## src/rtl/fetch_exec_ctrl_pkg.sv

```systemverilog
// Shared types and counter widths for the RV32 multicycle fetch/execute sequencer.
package cpu_ctrl_pkg;

    typedef enum logic [2:0] {
        BOOT,
        FETCH_REQ,
        FETCH_WAIT,
        EXECUTE,
        MEM_WAIT,
        HALT,
        FAULT
    } ctrl_state_e;

    // BOOT_CYCLES and TIMEOUT must fit in these widths.
    localparam int BOOT_CNT_W = 16;
    localparam int TMO_CNT_W  = 16;

endpackage

```

## src/rtl/ctrl_timeout_cnt.sv

```systemverilog
// Bus-wait watchdog: counts enabled cycles since the last clear and flags the TIMEOUT-th one.
module ctrl_timeout_cnt
    import cpu_ctrl_pkg::*;
#(
    parameter int TIMEOUT = 16,
    parameter int W       = TMO_CNT_W
) (
    input  logic i_clk,
    input  logic i_rst_n,
    input  logic i_clr,
    input  logic i_en,
    output logic o_expired
);

    localparam logic [W-1:0] LAST = W'(TIMEOUT - 1);

    logic [W-1:0] cnt;

    // Saturates at LAST so a stalled waiter keeps seeing o_expired.
    always_ff @(posedge i_clk) begin
        if (!i_rst_n || i_clr) begin
            cnt <= '0;
        end else if (i_en && cnt != LAST) begin
            cnt <= cnt + 1'b1;
        end
    end

    assign o_expired = i_en && (cnt == LAST);

endmodule

```

## src/rtl/fetch_exec_ctrl.sv

```systemverilog
// Multicycle RV32 sequencer: fetch handshake, execute dispatch, dmem wait, halt/resume and fault.
module fetch_exec_ctrl
    import cpu_ctrl_pkg::*;
#(
    parameter int BOOT_CYCLES = 4,
    parameter int TIMEOUT     = 16,
    parameter int CNT_W       = 32
) (
    input  logic             i_clk,
    input  logic             i_rst_n,
    input  logic             i_imem_ready,
    input  logic             i_imem_rvalid,
    input  logic             i_is_mem,
    input  logic             i_is_jump,
    input  logic             i_br_taken,
    input  logic             i_ebreak,
    input  logic             i_illegal,
    input  logic             i_dmem_done,
    input  logic             i_resume,
    output logic             o_imem_req,
    output logic             o_ir_we,
    output logic             o_dmem_req,
    output logic             o_rf_we_en,
    output logic             o_pc_en,
    output logic             o_pc_sel,
    output logic             o_halted,
    output logic             o_fault,
    output logic [CNT_W-1:0] o_retired
);

    localparam int                      BOOT_LAST_I = (BOOT_CYCLES > 0) ? BOOT_CYCLES - 1 : 0;
    localparam logic [BOOT_CNT_W-1:0]   BOOT_LAST   = BOOT_CNT_W'(BOOT_LAST_I);

    ctrl_state_e           state;
    logic [BOOT_CNT_W-1:0] boot_cnt;
    logic [CNT_W-1:0]      retired;
    logic                  tmo_clr;
    logic                  tmo_en;
    logic                  tmo_expired;

    // The states just before each wait clear the watchdog, so every wait starts from zero.
    assign tmo_clr = (state == FETCH_REQ) || (state == EXECUTE);
    assign tmo_en  = (state == FETCH_WAIT) || (state == MEM_WAIT);

    ctrl_timeout_cnt #(
        .TIMEOUT (TIMEOUT),
        .W       (TMO_CNT_W)
    ) u_tmo (
        .i_clk     (i_clk),
        .i_rst_n   (i_rst_n),
        .i_clr     (tmo_clr),
        .i_en      (tmo_en),
        .o_expired (tmo_expired)
    );

    always_ff @(posedge i_clk) begin
        if (!i_rst_n) begin
            state    <= BOOT;
            boot_cnt <= '0;
            retired  <= '0;
        end else begin
            unique case (state)
                BOOT: begin
                    if (BOOT_CYCLES == 0 || boot_cnt == BOOT_LAST) state <= FETCH_REQ;
                    else                                          boot_cnt <= boot_cnt + 1'b1;
                end
                FETCH_REQ: begin
                    if (i_imem_ready) state <= FETCH_WAIT;
                end
                FETCH_WAIT: begin
                    // A response on the expiring cycle still counts.
                    if (i_imem_rvalid)    state <= EXECUTE;
                    else if (tmo_expired) state <= FAULT;
                end
                EXECUTE: begin
                    if (i_illegal)      state <= FAULT;
                    else if (i_ebreak)  state <= HALT;
                    else if (i_is_mem)  state <= MEM_WAIT;
                    else begin
                        state   <= FETCH_REQ;
                        retired <= retired + 1'b1;
                    end
                end
                MEM_WAIT: begin
                    if (i_dmem_done) begin
                        state   <= FETCH_REQ;
                        retired <= retired + 1'b1;
                    end else if (tmo_expired) begin
                        state <= FAULT;
                    end
                end
                HALT: begin
                    if (i_resume) state <= FETCH_REQ;
                end
                FAULT: state <= FAULT;
                default: state <= FAULT;
            endcase
        end
    end

    // Gated by reset so a request in flight drops the moment reset is asserted.
    always_comb begin
        o_imem_req = 1'b0;
        o_ir_we    = 1'b0;
        o_dmem_req = 1'b0;
        o_rf_we_en = 1'b0;
        o_pc_en    = 1'b0;
        o_pc_sel   = 1'b0;
        o_halted   = 1'b0;
        o_fault    = 1'b0;
        if (i_rst_n) begin
            unique case (state)
                FETCH_REQ:  o_imem_req = 1'b1;
                FETCH_WAIT: o_ir_we = i_imem_rvalid;
                EXECUTE: begin
                    if (!i_illegal && !i_ebreak) begin
                        if (i_is_mem) begin
                            o_dmem_req = 1'b1;
                        end else begin
                            o_pc_en    = 1'b1;
                            o_pc_sel   = i_br_taken | i_is_jump;
                            o_rf_we_en = 1'b1;
                        end
                    end
                end
                MEM_WAIT: begin
                    o_dmem_req = 1'b1;
                    o_pc_en    = i_dmem_done;
                    o_rf_we_en = i_dmem_done;
                end
                HALT: begin
                    o_halted = 1'b1;
                    o_pc_en  = i_resume;
                end
                FAULT:   o_fault = 1'b1;
                default: ;
            endcase
        end
    end

    assign o_retired = retired;

endmodule

```

## config.mk

```make
export PLATFORM = sky130hd
export DESIGN_NAME = fetch_exec_ctrl
export DESIGN_NICKNAME = d
export VERILOG_FILES = /design/src/rtl/fetch_exec_ctrl_pkg.sv /design/src/rtl/ctrl_timeout_cnt.sv /design/src/rtl/fetch_exec_ctrl.sv
export SDC_FILE = /design/constraint.sdc
export NUM_CORES = 1
export LEC_CHECK = 0
export BUFFER_PORTS_ARGS = -buffer_cell sky130_fd_sc_hd__buf_2
export CELL_PAD_IN_SITES_DETAIL_PLACEMENT = 1
export CELL_PAD_IN_SITES_GLOBAL_PLACEMENT = 1
export CORE_MARGIN = 2
export CORE_UTILIZATION = 43
export DETAILED_ROUTE_END_ITERATION = 12
export PLACE_DENSITY_LB_ADDON = 0.1
export SKIP_CTS_REPAIR_TIMING = 1
export SLEW_MARGIN = 20
export SYNTH_ARGS = -nofsm -noshare
export SYNTH_HDL_FRONTEND = slang
export SYNTH_SLANG_ARGS = --single-unit
```

## constraint.sdc

```tcl
create_clock -name i_clk -period 2.6 [get_ports i_clk]
set_input_delay 0.26 -clock i_clk [delete_from_list [all_inputs] [get_ports i_clk]]
set_output_delay 0.26 -clock i_clk [all_outputs]
set_load 0.005 [all_outputs]
```

Word level (Yosys, flattened, before mapping)

Index checks and enable logic that the tools add are counted.

Register bits after elaboration: 67
Logic and storage cells: 76

Add/sub/neg operators: 3
Equality and inequality tests: 16
Muxes and demuxes: 37
Bitwise logic cells: 2
Reduce and logical (&&, ||, !) cells: 14

Operators with widths:

| cell                  | count |
|---|---|
| $mux 32               | 4 |
| $pmux 32 s2           | 1 |
| $add 16x1->16 const B | 2 |
| $add 32x1->32 const B | 1 |
| $mux 3                | 9 |
| $mux 1                | 19 |
| $pmux 3 s6            | 1 |
| $eq 16x2->1 const B   | 1 |
| $eq 16x4->1 const B   | 1 |
| $ne 16x4->1 const B   | 1 |
| $ne 2x2->1 const B    | 7 |
| $eq 3x3->1 const B    | 3 |
| $eq 3x2->1 const B    | 2 |
| $reduce_and 5->1      | 1 |
| $pmux 1 s2            | 2 |
| $eq 3x1->1 const B    | 1 |
| $logic_and 1x1->1     | 3 |
| $logic_not 1->1       | 3 |
| $logic_not 3->1       | 1 |
| $logic_or 1x1->1      | 3 |
| $pmux 1 s3            | 1 |
| $reduce_and 3->1      | 1 |
| $reduce_and 2->1      | 1 |
| $reduce_bool 2->1     | 1 |
| other kinds (2)       | 2 |

Logic depth before layout (Yosys ltp)

Word-level depth: 6
Gate-level depth with buffers: 7

Hierarchy

From an unflattened synthesis, not the netlist that was laid out.

Cell total of the unflattened synthesis: 399
Area, all modules: 3429.5 µm²

Modules (own cells, without submodules):

| module           | times used | cells an instance | area each (µm²) | sequential area each (µm²) |
|---|---|---|---|---|
| fetch_exec_ctrl  | 1          | 304               | 2622.5          | 1021.0 |
| ctrl_timeout_cnt | 1          | 95                | 807.0           | 320.3 |

Worst setup path after synthesis

No wires, ideal clock.

Path kind: reg2out
Start point: register state[1]
End point: output port o_pc_en
Data arrival time: 1676 ps
Data required time: 2340 ps
Setup slack: 664 ps
Stages on the path, launching flop included: 8
Cell sequence: dfxtp_1 -> buf_2 -> and4bb_2 -> a21oi_2 -> clkbuf_1 -> buf_2 -> nor2_1 -> a21o_1

Cells in the longest elaborated chain, start to end: 3
Elaborated cells between the ends (all ways): 5
Classes of those cells: 3 x eq/ne; 2 x mux

Ends and longest elaborated chain:

| item                                            | line                   | RTL |
|---|---|---|
| from (decl)                                     | fetch_exec_ctrl.sv:34  | `ctrl_state_e state;` |
| from (signal assigned)                          | fetch_exec_ctrl.sv:58  | `state <= BOOT;` |
| from (signal assigned)                          | fetch_exec_ctrl.sv:64  | `if (BOOT_CYCLES == 0 \|\| boot_cnt == BOOT_LAST) state <= FETCH_REQ;` |
| from (signal assigned)                          | fetch_exec_ctrl.sv:68  | `if (i_imem_ready) state <= FETCH_WAIT;` |
| $eq 3x3->1 / $eq 3x2->1 (equally long branches) | fetch_exec_ctrl.sv:112 | `unique case (state)` |
| $pmux 1 s3 (*)                                  | fetch_exec_ctrl.sv:112 |  |
| $mux 1 (*)                                      | fetch_exec_ctrl.sv:111 | `if (i_rst_n) begin` |
| to (decl)                                       | fetch_exec_ctrl.sv:24  | `output logic o_pc_en,` |

Every way passes the cells marked *; elsewhere a longest branch is shown, timed or not.

Worst setup path after layout

Start point: register state[2]
End point: output port o_pc_en

The elaborated chain is that of the path after synthesis.

==> run summary <==
status: finished clean
setup tns final: 0 ns
die area: 8960 sq um
Core Area: 8090 sq um
Syn. warnings: 0
critical path required time: 2.34 ns
LEAKAGE: 0.00143 uW
IO Pins: 51
number of global-route vias before repair: 3335
Async SR Flop Fraction: 0
worst-skew pair later-pin latency: 0.34 ns
Vias per Instance: 6.02
syn_area_per_cell: 8.24 sq um
Initial DRC Count: 94
first-pass GRT wire length: 16200 um
RSZ-0062 raised after global routing: no
ratio of cells with drive above 1 in the final layout: 0.170
fillers: 999
Yosys top cell by area: dfxtp_1
Util after Layout: 0.511
GRT overflow: 0
WHS Path Cells: 4
CTS Root Cell: clkbuf_8
worst-path fanout max: 15
count of final setup violators: 0
placer's final routability congestion estimate: 0.820
register area share after synthesis: 0.379
NumNets Final: 491
WS Path Type: flop to output pin
headroom to the max-slew limit: 0.616
final worst path period need: 2.30 ns
max_cap viols: 0
Cell Pwr Density: 537 nW/um^2
Netlist cell types: 47
WHS: 0.335 ns
Worst IR Drop VDD: 277 uV
fmax: 0.435 GHz
Vias: 3526
effective utilization at floorplan: 0.437
Critical Path Source Type: flop
fraction of synthesized area in multiplexers: 0.0312
endpoint arrival time on the critical path: 2.04 ns
CTS Buf Count: 9
Total GRT Usage: 0.228
n_diodes: 0
largest net degree at the start of global routing: 28
Die X: 94.7 um
worst-margin pin slew: 0.575 ns
P&R area growth vs syn: 16.9%
final hold vios: 0
final WL: 9820 um
period utilization: 0.884
CTS tree: built
CTS clock-pin slew for the worst setup and hold paths: 0.06 ns
iteration count of the initial detailed-routing pass: 4
Worst Reg-to-Reg Cells: 4
Routed WL per cell: 16.7 um
antenna violations before repair: 0
row count: 33
TritonCTS Sinks: 67
Syn Std Cell Area: 3530 sq um
crit end category: output pin
HP Class: input port to flop
CTS H-tree lvls: 3
Slowest-stage cell, CP: dfxtp_1
Post-Synth Simple-Gate Area: 0.341
Final Total Pwr: 2220 uW
cell count after synthesis: 429
top-area cell type share of the netlist area: 0.379
Synth area leaders: dfxtp_1, a21oi_1, or4_1, o31ai_1, o21ai_0
worst setup margin: 0.302 ns
Setup Skew: 0.0102 ns
Setup WS pre-CTS: 0.419 ns
Antenna Nets Post-Route: 0
cells along the critical path: and4bb_2 > a21oi_4 > nor2_1 > a21o_1 > buf_2
Synth Area in Adders: 0.0106
Compound-Gate Fraction of Synth Area: 0.177
Post-synth EDFFs: 0
DRC: 0
Die H: 94.7 um
main combinational cell family by area after synthesis: simple AND/OR/NAND/NOR gates
Max Slew Vio Count: 0
dpl hpwl: 6830 um
syn nets: 443
PortBufs: 50
Clock Tree Buf Depth: 2
Max stage delay on crit path: 0.66 ns
Post-synth top flop: dfxtp_1
Post-Synth XOR/XNOR Area: 0.0248
#FFs+latches synth: 67
cell usage after synthesis, types with 3 or more instances:
master    count
dfxtp_1      67
a21oi_1      40
nand2_1      33
o21ai_0      25
nand3_1      22
or4_1        22
nor2_1       21
o31ai_1      21
nand4_1      19
or3_1        19
clkbuf_1     18
nand2b_1     15
nor4_1       13
and4_1       11
mux2i_1      11
inv_1         9
nor3_1        7
xnor2_1       5
xor2_1        5
and3_1        4
nor4b_1       4
buf_2         3
ha_1          3
where the power goes:
| part | switching, uW | internal, uW | total, uW |
|---|---|---|---|
| Clock | 396 | 544 | 940 |
| Combinational | 121 | 80.6 | 202 |
| Sequential | 29.6 | 1050 | 1080 |
| Total | 547 | 1670 | 2220 |
cell usage in the layout (no fill, tap or decap), drive strengths merged, types with 2 or more instances in the layout:
master,n
dfxtp,67
buf,60
a21oi,41
nand2,33
o21ai,25
nand3,22
or4,22
nor2,21
o31ai,21
or3,19
nand4,19
nand2b,15
clkbuf,14
nor4,13
and4,11
mux2i,11
inv,9
nor3,7
xor2,5
xnor2,5
nor4b,5
and3,4
ha,3
and4bb,2
and2,2
nor3b,2
o311ai,2
o41ai,2
nor2b,2
a311oi,2
or4b,2
flip-flops by register name, summed over array words and instances (netlist names):
| signal | cells |
|---|---|
| u_tmo.cnt | 16 |
| o_retired | 32 |
| state | 3 |
| boot_cnt | 16 |
cell families after synthesis:
family                     Yosys count
AOI/OAI and AO/OA                  103
buffers and inverters               32
adders and majority gates            3
DFF                                 67
muxes                               11
xor gates and xnor gates            10
and+or+nand+nor                    203
worst max-delay path: cells and delay by family, from the launching register on:
family | cells | cell delay, ns
compound gates | 2 | 0.48
simple gates | 2 | 0.44
buf+inv | 1 | 0.12
flops | 1 | 0.66
cell type report:
| type | count | area (sq um) | area share |
|---|---|---|---|
| Clock buffer | 14 | 183 | 0.0442 |
| Clock inverter | 1 | 30.0 | 0.00727 |
| Inverter | 9 | 33.8 | 0.00817 |
| Multi-Input combinational cell | 330 | 2080 | 0.502 |
| Sequential cell | 67 | 1340 | 0.325 |
| Tap cell | 105 | 131 | 0.0318 |
| Timing Repair Buffer | 60 | 338 | 0.0817 |
stage by stage:
step	std cells	area (sq um)
4_1_cts	586	4130
6_report	586	4130
5_1_grt	586	4130
2_1_floorplan	429	3530
3_3_place_gp	571	3910
3_5_place_dp	571	3910
routing by layer:
metal  wire length, um  up-vias  track usage
li1                  -     1735            -
met1              4800     1735        0.303
met2              4560       47        0.368
met3               338        9       0.0519
met4               116        0       0.0700
met5                 0        -            0
worst paths after layout:
path                              startpoint                    endpoint  slack, ns
setup reg to reg       state[2]$_SDFFE_PN0P_  u_tmo.cnt[15]$_SDFFE_PP0P_       0.42
setup / recovery       state[2]$_SDFFE_PN0P_                     o_pc_en       0.30
hold / removal                      i_is_mem       state[0]$_SDFFE_PN0P_       0.34
hold reg to reg   o_retired[31]$_SDFFE_PN0P_  o_retired[31]$_SDFFE_PN0P_       0.48
Note: power is estimated with default switching activity, not from simulation.
